## src/rtl/debug_display_pkg.sv

```systemverilog
// Shared types and constants for the debug display scanner: page names and
// the active-low hex segment patterns.
package debug_display_pkg;

  typedef enum logic [2:0] {
    PG_SEG1   = 3'd0,
    PG_SEG2   = 3'd1,
    PG_PC     = 3'd2,
    PG_STATE  = 3'd3,
    PG_OPCODE = 3'd4,
    PG_ROM    = 3'd5,
    PG_SP     = 3'd6,
    PG_ADDR   = 3'd7
  } page_e;

  localparam logic [7:0] SEG_BLANK  = 8'hFF;
  localparam logic [3:0] DIGITS_OFF = 4'hF;

  // Element [n] is the pattern for hex digit n; bit 7 (dp) is always dark.
  localparam logic [15:0][7:0] SEG_PATTERNS = {
    8'h8E, 8'h86, 8'hA1, 8'hC6, 8'h83, 8'h88, 8'h90, 8'h80,
    8'hF8, 8'h82, 8'h92, 8'h99, 8'hB0, 8'hA4, 8'hF9, 8'hC0
  };

  function automatic logic [3:0] nibble_of(input logic [15:0] word, input logic [1:0] idx);
    logic [3:0] nib;
    case (idx)
      2'd0:    nib = word[3:0];
      2'd1:    nib = word[7:4];
      2'd2:    nib = word[11:8];
      default: nib = word[15:12];
    endcase
    return nib;
  endfunction

endpackage

```

## src/rtl/hex_to_seg7.sv

```systemverilog
// Combinational hex nibble to active-low 7-segment pattern (dp off).
module hex_to_seg7
  import debug_display_pkg::*;
(
  input  logic [3:0] nibble,
  output logic [7:0] segment_n
);

  assign segment_n = SEG_PATTERNS[nibble];

endmodule

```

## src/rtl/debug_display_scanner.sv

```systemverilog
// Pages through the CPU SEG/trace words on a 4-digit multiplexed hex display.
// Optional build macro DSCAN_AUTO_PAGE_EN adds timed auto-advance of the page.
module debug_display_scanner
  import debug_display_pkg::*;
#(
  parameter int SCAN_DIV        = 50000,
  parameter int DEBOUNCE_CYCLES = 500000,
  parameter int PAGE_HOLD       = 1000
) (
  input  logic        clock,
  input  logic        reset_n,
  input  logic [15:0] seg1,
  input  logic [15:0] seg2,
  input  logic [15:0] dbg1,
  input  logic [15:0] dbg2,
  input  logic [15:0] dbg3,
  input  logic [15:0] dbg4,
  input  logic [15:0] dbg5,
  input  logic [15:0] dbg6,
  input  logic        btn_next,
  input  logic        auto_en,
  output logic [3:0]  digit_sel_n,
  output logic [7:0]  segment_n,
  output logic [2:0]  page_idx
);

  localparam int SLOT_W = (SCAN_DIV > 2) ? $clog2(SCAN_DIV) : 1;
  localparam int DEB_W  = $clog2(DEBOUNCE_CYCLES + 1);
  localparam logic [SLOT_W-1:0] SLOT_LAST = SLOT_W'(SCAN_DIV - 1);
  localparam logic [DEB_W-1:0]  DEB_LIMIT = DEB_W'(DEBOUNCE_CYCLES);

  logic [SLOT_W-1:0] slot_cnt;
  logic [SLOT_W-1:0] slot_next;
  logic [1:0]        digit_idx;
  logic [1:0]        digit_next;
  logic [15:0]       snapshot;
  logic [15:0]       snap_next;
  logic              loaded;
  logic [15:0]       page_word;
  logic [3:0]        disp_nibble;
  logic [7:0]        disp_pattern;
  logic              slot_wrap;
  logic              frame_wrap;

  logic              sync_meta;
  logic              sync_level;
  logic              accepted;
  logic [DEB_W-1:0]  deb_cnt;
  logic              btn_step;
  logic              auto_step;
  page_e             page_reg;

  assign page_idx   = page_reg;
  assign slot_wrap  = (slot_cnt == SLOT_LAST);
  assign frame_wrap = slot_wrap && (digit_idx == 2'd3);

  always_comb begin
    page_word = seg1;
    case (page_reg)
      PG_SEG1:   page_word = seg1;
      PG_SEG2:   page_word = seg2;
      PG_PC:     page_word = dbg1;
      PG_STATE:  page_word = dbg2;
      PG_OPCODE: page_word = dbg3;
      PG_ROM:    page_word = dbg4;
      PG_SP:     page_word = dbg5;
      PG_ADDR:   page_word = dbg6;
      default:   page_word = seg1;
    endcase
  end

  // Outputs are derived from next-state values so the new digit's pattern is
  // already on the segments during its blanked slot 0.
  always_comb begin
    slot_next  = slot_wrap ? '0 : slot_cnt + SLOT_W'(1);
    digit_next = slot_wrap ? digit_idx + 2'd1 : digit_idx;
    snap_next  = (frame_wrap || !loaded) ? page_word : snapshot;
  end

  assign disp_nibble = nibble_of(snap_next, digit_next);

  hex_to_seg7 u_hex_to_seg7 (
    .nibble    (disp_nibble),
    .segment_n (disp_pattern)
  );

  always_ff @(posedge clock or negedge reset_n) begin
    if (!reset_n) begin
      slot_cnt    <= '0;
      digit_idx   <= 2'd0;
      snapshot    <= 16'h0000;
      loaded      <= 1'b0;
      digit_sel_n <= DIGITS_OFF;
      segment_n   <= SEG_BLANK;
    end else begin
      slot_cnt    <= slot_next;
      digit_idx   <= digit_next;
      snapshot    <= snap_next;
      loaded      <= 1'b1;
      segment_n   <= disp_pattern;
      digit_sel_n <= (slot_next == '0) ? DIGITS_OFF : ~(4'b0001 << digit_next);
    end
  end

  // Button: two-flop synchronizer, then a run-length debounce on the level.
  assign btn_step = sync_level && !accepted && (deb_cnt == DEB_LIMIT);

  always_ff @(posedge clock or negedge reset_n) begin
    if (!reset_n) begin
      sync_meta  <= 1'b0;
      sync_level <= 1'b0;
      accepted   <= 1'b0;
      deb_cnt    <= '0;
    end else begin
      sync_meta  <= btn_next;
      sync_level <= sync_meta;
      if (sync_level == accepted) begin
        deb_cnt <= '0;
      end else if (deb_cnt == DEB_LIMIT) begin
        accepted <= sync_level;
        deb_cnt  <= '0;
      end else begin
        deb_cnt <= deb_cnt + DEB_W'(1);
      end
    end
  end

`ifdef DSCAN_AUTO_PAGE_EN
  localparam int FRAME_W = $clog2(PAGE_HOLD + 1);

  logic [FRAME_W-1:0] frame_cnt;
  logic [FRAME_W-1:0] frame_inc;

  assign frame_inc = frame_cnt + FRAME_W'(1);
  assign auto_step = auto_en && frame_wrap && (frame_inc == FRAME_W'(PAGE_HOLD));

  always_ff @(posedge clock or negedge reset_n) begin
    if (!reset_n) begin
      frame_cnt <= '0;
    end else if (!auto_en) begin
      frame_cnt <= '0;
    end else if (frame_wrap) begin
      frame_cnt <= auto_step ? '0 : frame_inc;
    end
  end
`else
  logic unused_auto;
  assign unused_auto = auto_en ^ PAGE_HOLD[0];
  assign auto_step   = 1'b0;
`endif

  // A coincident button accept and auto advance still move one page only.
  always_ff @(posedge clock or negedge reset_n) begin
    if (!reset_n) begin
      page_reg <= PG_SEG1;
    end else if (btn_step || auto_step) begin
      page_reg <= page_e'(page_reg + 3'd1);
    end
  end

endmodule

```

## config.mk

```make
export PLATFORM = sky130hd
export DESIGN_NAME = debug_display_scanner
export DESIGN_NICKNAME = d
export VERILOG_FILES = /design/src/rtl/debug_display_pkg.sv /design/src/rtl/hex_to_seg7.sv /design/src/rtl/debug_display_scanner.sv
export SDC_FILE = /design/constraint.sdc
export NUM_CORES = 1
export LEC_CHECK = 0
export ABC_AREA = 1
export CORE_MARGIN = 10
export CORE_UTILIZATION = 40
export DETAILED_ROUTE_END_ITERATION = 6
export MAX_ROUTING_LAYER = met4
export PLACE_DENSITY = 0.75
export SLEW_MARGIN = 20
export SYNTH_ARGS = -nofsm -noshare
export SYNTH_HDL_FRONTEND = slang
export SYNTH_HIERARCHICAL = 1
export SYNTH_SLANG_ARGS = --single-unit
export TNS_END_PERCENT = 10
```

## constraint.sdc

```tcl
create_clock -name clock -period 3 [get_ports clock]
set_input_delay 0.3 -clock clock [delete_from_list [all_inputs] [get_ports clock]]
set_output_delay 0.3 -clock clock [all_outputs]
set_load 0.02 [all_outputs]
```

-- Yosys cells after proc, flatten, opt, wreduce, memory -nomap -nowiden
Memory sizes are Yosys's and may differ from the RTL's. A register that Yosys moved wholly into a read port is not among the register bits.
Index checks and enable logic that the tools add are counted.
- equality and inequality tests: 13
- add/subtract/negate cells: 4
- multiplexer cells: 8
- bitwise logic cells: 2
- shift-type cells: 1
- reductions and logical operators: 11
- operators with widths (kind ; number):
    $pmux 16 s8 ; 1
    $mux 19 ; 2
    $mux 16 ; 2
    $add 19x1->19 const B ; 1
    $eq 19x19->1 const B ; 1
    $add 16x1->16 const B ; 1
    $eq 16x16->1 const B ; 1
    $logic_not 16->1 ; 1
    $eq 3x3->1 const B ; 4
    $pmux 4 s3 ; 1
    $eq 3x2->1 const B ; 2
    $eq 2x2->1 const B ; 2
    $mux 4 ; 1
    $not 4->4 ; 1
    $shl 1x2->4 const A ; 1
    $add 3x1->3 const B ; 1
    $eq 3x1->1 const B ; 1
    $logic_and 1x1->1 ; 3
    $logic_not 1->1 ; 3
    $logic_not 3->1 ; 1
    $add 2x1->2 const B ; 1
    $eq 2x1->1 const B ; 1
    $logic_not 2->1 ; 1
    $mux 2 ; 1
    4 further kinds ; 4
- output and inout bits: 15
- memories kept: 1
- logic and storage cells: 50
- ROM bits: 128
- input port bits: 132
- flip-flop bits (word level): 64
- memories (memory ; words ; width ; rd ports ; clocked after memory_dff ; wr ports ; line ; RTL):
    (no name shown) ; 16 ; 8 ; 1 ; 1 ; 0 ; hex_to_seg7.sv:9 ; assign segment_n = SEG_PATTERNS[nibble];

-- Logic depth before layout (Yosys ltp)
Gate-level depths: netlist (run 1).
- depth in word-level cells: 5
- mapped depth: 19
- gate-level depth less buffers: 18

-- Cells and area by module
The synthesis (run 1) kept the hierarchy.
- modules (own cells, without submodules) (module ; seq. area each (um^2) ; area each (um^2) ; cells an instance ; instances):
    debug_display_scanner ; 1816.7 ; 4744.6 ; 726 ; 1
    hex_to_seg7 ; 0.0 ; 285.3 ; 51 ; 1

-- Least setup slack after synthesis (run 1)
Ideal clock, no wire load.
- path type: register to register
- start: reg page_reg[2], in the netlist page_idx[2]
- end: reg segment_n[3]
- arrival: 2555 ps
- cell stages (with the launch flop): 19
- buffers on the path: 2
- setup slack: 385 ps
- setup time: 60 ps
- cell sequence: dfrtp_1 -> inv_1 -> ha_1 -> buf_2 -> nor2_1 -> nand2_1 -> nor2_4 -> buf_4 -> nand2_1 -> nand3_1 -> nand2_1 -> nand2_1 -> nand2_1 -> nand4_1 -> inv_1 -> ha_1 -> nand2_1 -> nand3_1 -> nand2_1
- longest elaborated chain between the ends: 4
- elaborated cells between the ends (all ways): 11
- classes of those cells: 7 x eq/ne; 3 x mux; 1 x reduce/logical
- ends and longest elaborated chain (item ; line ; RTL):
    start: declaration ; debug_display_scanner.sv:51 ; page_e page_reg;
    start signal: assignment ; debug_display_scanner.sv:157 ; page_reg <= page_e'(page_reg + 3'd1);
    $eq 3x3->1 (tied with other cells) ; debug_display_scanner.sv:59 ; case (page_reg)
    $pmux 16 s8 * ; debug_display_scanner.sv:59 ;
    $mux 16 * ; debug_display_scanner.sv:77 ; snap_next = (frame_wrap || !loaded) ? page_word : snapshot;
    via snap_next[8] ; debug_display_scanner.sv:37 ; logic [15:0] snap_next;
    $pmux 4 s3 * ; debug_display_pkg.sv:27 ; case (idx)
    via disp_nibble[0] ; debug_display_scanner.sv:40 ; logic [3:0] disp_nibble;
    end: declaration ; debug_display_scanner.sv:23 ; output logic [7:0] segment_n,
The timed path passes the listed nets; every way through them passes the cells marked *.
A chain may end at the register's enable or synchronous reset.

-- Worst setup path in the final report (run 1)
- start: reg page_reg[0], in the netlist page_idx[0]
- end: reg segment_n[0]
Same word-level chain as after synthesis.

==> results.md, run 1 <==
* Die ar. at 0.0175 mm^2
* Clk_lat worst skew at 330 ps
* Setup crit end: segment_n[0]
* Worst setup SP type: register
* Syn. warnings at 6
* First-pass GRT wire length at 25500 um
* FILL cells at 1192
* Clock network fraction of design power at 47.0%
* Slew HR at 42.1%
* Die Wd at 132 um
* Clock sink count at 72
* Largest net degree at the start of global routing at 73
* CTS tree: built
* DP Cell Count at 1084
* Critical path data arrival time at 2890 ps
* Post-Route WL at 15800 um
* WS Path Type: reg -> reg
* DR pass1 iterations at 5
* Static Leak at 3.52 nW
* Vias at 5289
* Pre-CTS setup slack at 311 ps
* Initial Utilization at 41.4%
* Core ar. at 0.0122 mm^2
* IO buf count at 145
* Netlist Area Pre-Place at 0.00503 mm^2
* RSZ-0062 raised after global routing: no
* Clock slew at reported path FFs at 50 ps
* CTS Hold Buffers Added at 0
* Worst Setup End Kind: register
* H-tree Lvls at 3
* Grt total ovfl at 0
* Setup Skew at 3.19 ps
* Initial antenna violation count at 1
* Critical path required time at 3260 ps
* Post-synth EDFFs at 0
* Worst r2r path cells at 17
* Yosys reg bits at 72
* Slew Limit Fails at 0
* Fin nets at 1077
* Fmax at 379 MHz
* Min Tclk post-route at 2640 ps
* Start point of the critical path: page_idx[0]
* Sequential area share after synthesis at 36.1%
* Post-Syn Instances at 777
* Worst R2R Setup Slack at 360 ps
* Layout area overhead at 39.9%
* Row cnt at 40
* Avg WL per Cell at 14.3 um
* Worst hold path type: in -> async
* GP Congestion at 0.920
* # DRC at 0
* Combinational group share of total power at 14.0%
* PD cells at 377 mW/mm^2
* Net Count, Synth at 927
* Clock Path Buffers at 2
* VDD IR-drop max at 0.000337 V
* Area leader, netlist: dfrtp_1
* Die Ht at 132 um
* DP Wirelength at 12500 um
* ANT nets after route at 0
* Sw Ratio at 21.1%
* Synth cell types at 34
* Psw at 0.560 mW
* Crit path max fanout at 16
* Max cap viols at 0
* Final hold violation count at 0
* Synth async-reset ratio at 100%
* CTS root buffer: clkbuf_16
* Initial DRC count at 336
* Reg power frac at 39.0%
* Final WS setup at 363 ps
* Top FF cell, synth: dfrtp_1
* R2R Path End: segment_n[0]
* I/O Pins at 147
* Run status: finished, final reports clean
* Synth area leaders: dfrtp_1, nand2_1, nor2_1
* Post-synth top area share at 29.9%
* Worst Tran Pin Value at 869 ps
* Setup TNS at 0 ps
* Finished Layout Cells at 1101
* Tot GR Track Use at 18.3%
* FF-to-FF Start: page_idx[0]
* Tcrit/Tclk final at 87.9%
* Layout cells sized above 1 at 7.30%
* # setup viols final at 0
* Vias in the first global route at 4971
* Avg Synthesized Cell Area at 6.47 um^2
* TritonCTS buffer count at 9
* Vias per std cell at 4.80
* Internal power at 2.10 mW
* Min Hold Slack at 171 ps
cell type report:
type	count	area, um^2	area share (%)
Sequential cell	72	1820	25.8
Tap cell	168	210	2.99
Clock inverter	5	103	1.46
Multi-Input combinational cell	596	2770	39.4
Antenna cell	1	2.50	0.0356
Inverter	92	349	4.96
Clock buffer	11	253	3.59
Timing Repair Buffer	156	1530	21.7
critical path, cell delays in order (launching register included):
cell and delay (ps):
dfrtp_1 410, ha_1 240, ha_1 200, nor2_1 110, nand2_1 90, nor2_4 310
nand2_1 110, nand3_1 120, nand2_1 50, nand2_1 100, nand2_1 60, nand4_1 140
inv_1 110, ha_1 190, inv_1 90, nand2_1 60, nand3_1 90, nand2_1 70
per-layer routing:
layer  track usage [%]  vias up  part of all wire [%]
met2              29.9      184                    48
met5                 -        -                     0
met4              4.76        0                  0.93
li1                  -     2694                     -
met3              3.28       12                   6.8
met1              22.8     2399                    45
cell families (layout without fill, tap and decap cells):
| logic type | Yosys count | after routing | share of synthesized area, % |
|---|---|---|---|
| AOI/OAI and AO/OA | 17 | 17 | 1.87 |
| xor gates and xnor gates | 13 | 13 | 2.26 |
| adders and majority gates | 18 | 18 | 4.48 |
| buffers and inverters | 109 | 264 | 8.81 |
| DFF | 72 | 72 | 36.1 |
| other | 2 | 3 | 0.149 |
| and+or+nand+nor | 546 | 546 | 46.3 |
sequential cells by signal (all words and copies together), names as in the netlist:
name and cells:
slot_cnt 16, sync_level 1, digit_idx 2, segment_n 8
snapshot 16, accepted 1, loaded 1, digit_sel_n 4
page_idx 3, deb_cnt 19, sync_meta 1
metrics by stage:
step | instance area, um^2 | power [mW] | utilization [%]
final | 7040 | 2.66 | 57.8
after global routing | 7040 | 2.77 | 57.8
after CTS | 7030 | 2.69 | 57.8
after detailed placement | 6670 | 1.43 | 54.9
after global placement | 6670 | 1.42 | 54.9
after floorplan | 5030 | 1.18 | -
cells in the mapped netlist (2+ instances only):
| library cell | count |
|---|---|
| nor2_4 | 4 |
| nand2_1 | 325 |
| buf_4 | 2 |
| clkbuf_1 | 3 |
| a21oi_1 | 4 |
| conb_1 | 2 |
| nor2_1 | 97 |
| nand3_1 | 70 |
| inv_1 | 88 |
| nand3_2 | 3 |
| nand2_4 | 2 |
| nor3_1 | 8 |
| nand3b_1 | 3 |
| dfrtp_1 | 60 |
| o21bai_1 | 2 |
| buf_2 | 9 |
| dfstp_2 | 12 |
| xor2_1 | 12 |
| nor2_2 | 4 |
| inv_2 | 3 |
| nand4_1 | 17 |
| o21ai_0 | 9 |
| buf_6 | 2 |
| nor4_1 | 4 |
| nor3_2 | 3 |
| nand2_2 | 4 |
| ha_1 | 18 |
cells in the final DEF, fill, tap and decap left out, types with 4 or more instances in the layout:
master / instances
buf_4: 11
ha_1: 17
nor2_2: 4
clkbuf_16: 9
inv_1: 88
a21oi_1: 4
o21ai_0: 9
nor2_4: 4
dfrtp_1: 60
xor2_1: 12
nor3_1: 8
clkdlybuf4s50_1: 144
nand4_1: 17
nand2_2: 4
nand2_1: 325
nand3_1: 70
nor4_1: 4
dfstp_2: 12
nor2_1: 97
power by group through the flow:
stage | logic, mW | registers, mW | clock network, mW
6_report | 0.371 | 1.04 | 1.25
5_1_grt | 0.408 | 1.04 | 1.32
4_1_cts | 0.376 | 1.04 | 1.27
3_5_place_dp | 0.374 | 1.05 | 0
3_3_place_gp | 0.371 | 1.05 | 0
2_1_floorplan | 0.109 | 1.07 | 0
worst min path at each step:
stage | from | to | cells past startpoint
2_1_floorplan | reset_n | accepted | 0
3_3_place_gp | sync_meta | sync_level | 0
3_5_place_dp | sync_meta | sync_level | 0
4_1_cts | reset_n | slot_cnt[10] | 2
5_1_grt | reset_n | slot_cnt[10] | 2
6_report | reset_n | slot_cnt[10] | 2
what timing repair did:
action	4_1_cts	5_1_grt
gates resized for setup	0	2
setup endpoints to repair	0	2
setup buffers	0	0
No activity file was read; power rests on OpenSTA's default activity.
==> run 2: changes to the inputs <==
clock period = 3.2 ns   (was 3 ns; I/O delays follow)
==> results.md, run 2 (synthesis results as in run 1) <==
* Row cnt at 40 (unchanged)
* CTS tree: built
* Tcrit/Tclk final at 90.1% (+2.2 points)
* R2R Path End: segment_n[3]
* Tot Pwr at 2.26 mW (-15%)
* Registers with the most flip-flops: deb_cnt: 19 flops, slot_cnt: 16 flops, snapshot: 16 flops
* Initial Utilization at 41.4% (unchanged)
* Vias per std cell at 4.76 (-1.0%)
* Tot GR Track Use at 18.1% (-0.16 points)
* Setup Skew at 9.75 ps (+6.56 ps)
* Placed instance area at 0.00663 mm^2 (-0.56%)
* Worst r2r path cells at 17 (unchanged)
* First-pass GRT wire length at 25200 um (-1.2%)
* TritonCTS buffer count at 9 (unchanged)
* Largest register FFs at 19 (unchanged)
* Min Hold Slack at 113 ps (-57.9 ps)
* Static Leak at 3.49 nW (-0.93%)
* Slew Limit Fails at 0 (unchanged)
* CTS root buffer: clkbuf_16
* Fin nets at 1081 (+0.37%)
* GP Congestion at 0.916 (-0.39%)
* Sw Ratio at 25.2% (+4.1 points)
* Worst R2R Setup Slack at 320 ps (-50 ps)
* IO buf count at 145 (unchanged)
* Reg with most FFs: deb_cnt
* Initial antenna violation count at 0 (-1)
* Initial DRC count at 327 (-2.7%)
* PD cells at 324 mW/mm^2 (-14%)
* H-tree Lvls at 3 (unchanged)
* Finished Cell Area at 0.00699 mm^2 (-0.69%)
* RSZ-0062 raised after global routing: no
* Clock slew at reported path FFs at 60 ps (about the same)
* Run status: finished, final reports clean
* Post-Route WL at 15900 um (+0.65%)
* Max cap viols at 0 (unchanged)
* Worst path slowest cell: dfrtp_1
* Combinational group share of total power at 15.6% (+1.6 points)
* Clk_lat worst skew at 340 ps (about the same)
* Critical-path cell list: inv_1 -> ha_1 -> nand2_1 -> clkinvlp_4 -> nand2_1 -> nand2_1 -> nor2_1 -> nand3_1 -> nand2_1 -> nand2_1 -> nand2_1 -> nand4_1 -> inv_1 -> ha_1 -> nand2_1 -> nand3_1 -> nand2_1
* Grt total ovfl at 0 (unchanged)
* Most frequent cells in the layout: nand2_1, clkdlybuf4s50_1, nor2_1, inv_1, nand3_1
* VDD IR-drop max at 0.000264 V (-22%)
* Worst hold path type: in -> async
* Final hold violation count at 0 (unchanged)
* WS Path Type: reg -> reg
* Start point of the critical path: page_idx[1]
* Worst Setup End Kind: register
* Clock Path Buffers at 2 (unchanged)
* Layout cells sized above 1 at 7.69% (+0.40 points)
* Setup TNS at 0 ps (unchanged)
* Most common cell after layout, fill and taps aside: nand2_1
* Reg power frac at 42.9% (+3.9 points)
* Psw at 0.570 mW (+1.7%)
* CTS Hold Buffers Added at 0 (unchanged)
* # DRC at 0 (unchanged)
* DR pass1 iterations at 5 (unchanged)
* Layout area overhead at 38.9%
* Core ar. at 0.0122 mm^2 (unchanged)
* Slew HR at 39.3% (-2.7 points)
* Die ar. at 0.0175 mm^2 (unchanged)
* Crit path max fanout at 14 (-2)
* ANT nets after route at 0 (unchanged)
* Min Tclk post-route at 2880 ps (+246 ps)
* Largest net degree at the start of global routing at 42 (-42%)
* Antenna cell count at 0 (-1)
* CP most frequent cell: nand2_1
* Avg WL per Cell at 14.4 um (+0.37%)
* Critical path data arrival time at 3170 ps (+280 ps)
* Clock network fraction of design power at 41.5% (-5.5 points)
* Vias at 5250 (-0.74%)
* Die Wd at 132 um (unchanged)
* Clock sink count at 72 (unchanged)
* Worst Tran Pin Value at 910 ps (+41.1 ps)
* Critical path required time at 3490 ps (+230 ps)
* Fmax at 347 MHz (-8.5%)
* DP Wirelength at 12700 um (+1.6%)
* # setup viols final at 0 (unchanged)
* Vias in the first global route at 4951 (-0.40%)
* I/O Pins at 147 (unchanged)
* FF-to-FF Start: page_idx[1]
* Worst setup SP type: register
* Internal power at 1.69 mW (-19%)
* Die Ht at 132 um (unchanged)
* Slowest stage delay, CP at 420 ps (about the same)
==> run 2: cell count changes in the layout (fill, tap and decap cells not counted), sizes merged <==
cell,previous run,this run
buf,12,16
bufinv,3,0
clkbuf,11,9
clkinvlp,2,4
inv,91,93
clkinv,1,2
diode,1,0
==> run 2: area by class of cell <==
type | instances | area [um^2]
clock inverter | 7 | 53.8
inverter | 92 | 349
fill | 1129 | 5170
multi-input combinational | 596 | 2770
timing repair buffer | 160 | 1560
clock buffer | 9 | 225
tap | 168 | 210
sequential | 72 | 1820
==> run 2: worst max-delay path by stage <==
stage / slack [ps] / depth (start not counted) / end
final: 320 / 17 / segment_n[3]
after floorplan: 580 / 18 / segment_n[3]
after detailed placement: 320 / 18 / segment_n[3]
after global placement: 350 / 18 / segment_n[3]
after global routing: 20 / 17 / segment_n[3]
after CTS: 300 / 18 / segment_n[3]
==> run 2: power by group through the flow <==
stage / Combinational, mW / Sequential, mW / Clock (mW)
floorplan: 0.102 / 1.00 / 0
global placement: 0.345 / 0.987 / 0
detailed placement: 0.349 / 0.988 / 0
CTS: 0.351 / 0.972 / 0.960
global route: 0.386 / 0.976 / 0.997
finish: 0.353 / 0.972 / 0.939
==> run 2: timing repair <==
action,in CTS,in global routing
resized for setup,0,2
endpoints found under the setup margin,0,3
buffers inserted,0,9
==> run 2: layer usage <==
metal	global-route usage, %	share of wire, %
met1	22.7	44
met2	29.1	47
met3	4.27	8.5
met4	3.96	1.2
met5	-	0
==> run 2: stage by stage <==
step	cells	util [%]	setup WS (ps)
CTS	1095	56.8	296
floorplan	777	-	585
global route	1104	57.4	15.6
finish	1104	57.4	317
detailed placement	1079	54.5	316
global placement	1079	54.5	353
==> run 2: critical path: cells and delay by family (launching register included) <==
family        cells  cell delay [ps]
flops             1              420
buf+inv           3              590
simple gates     12             1230
fa+ha+maj         2              570
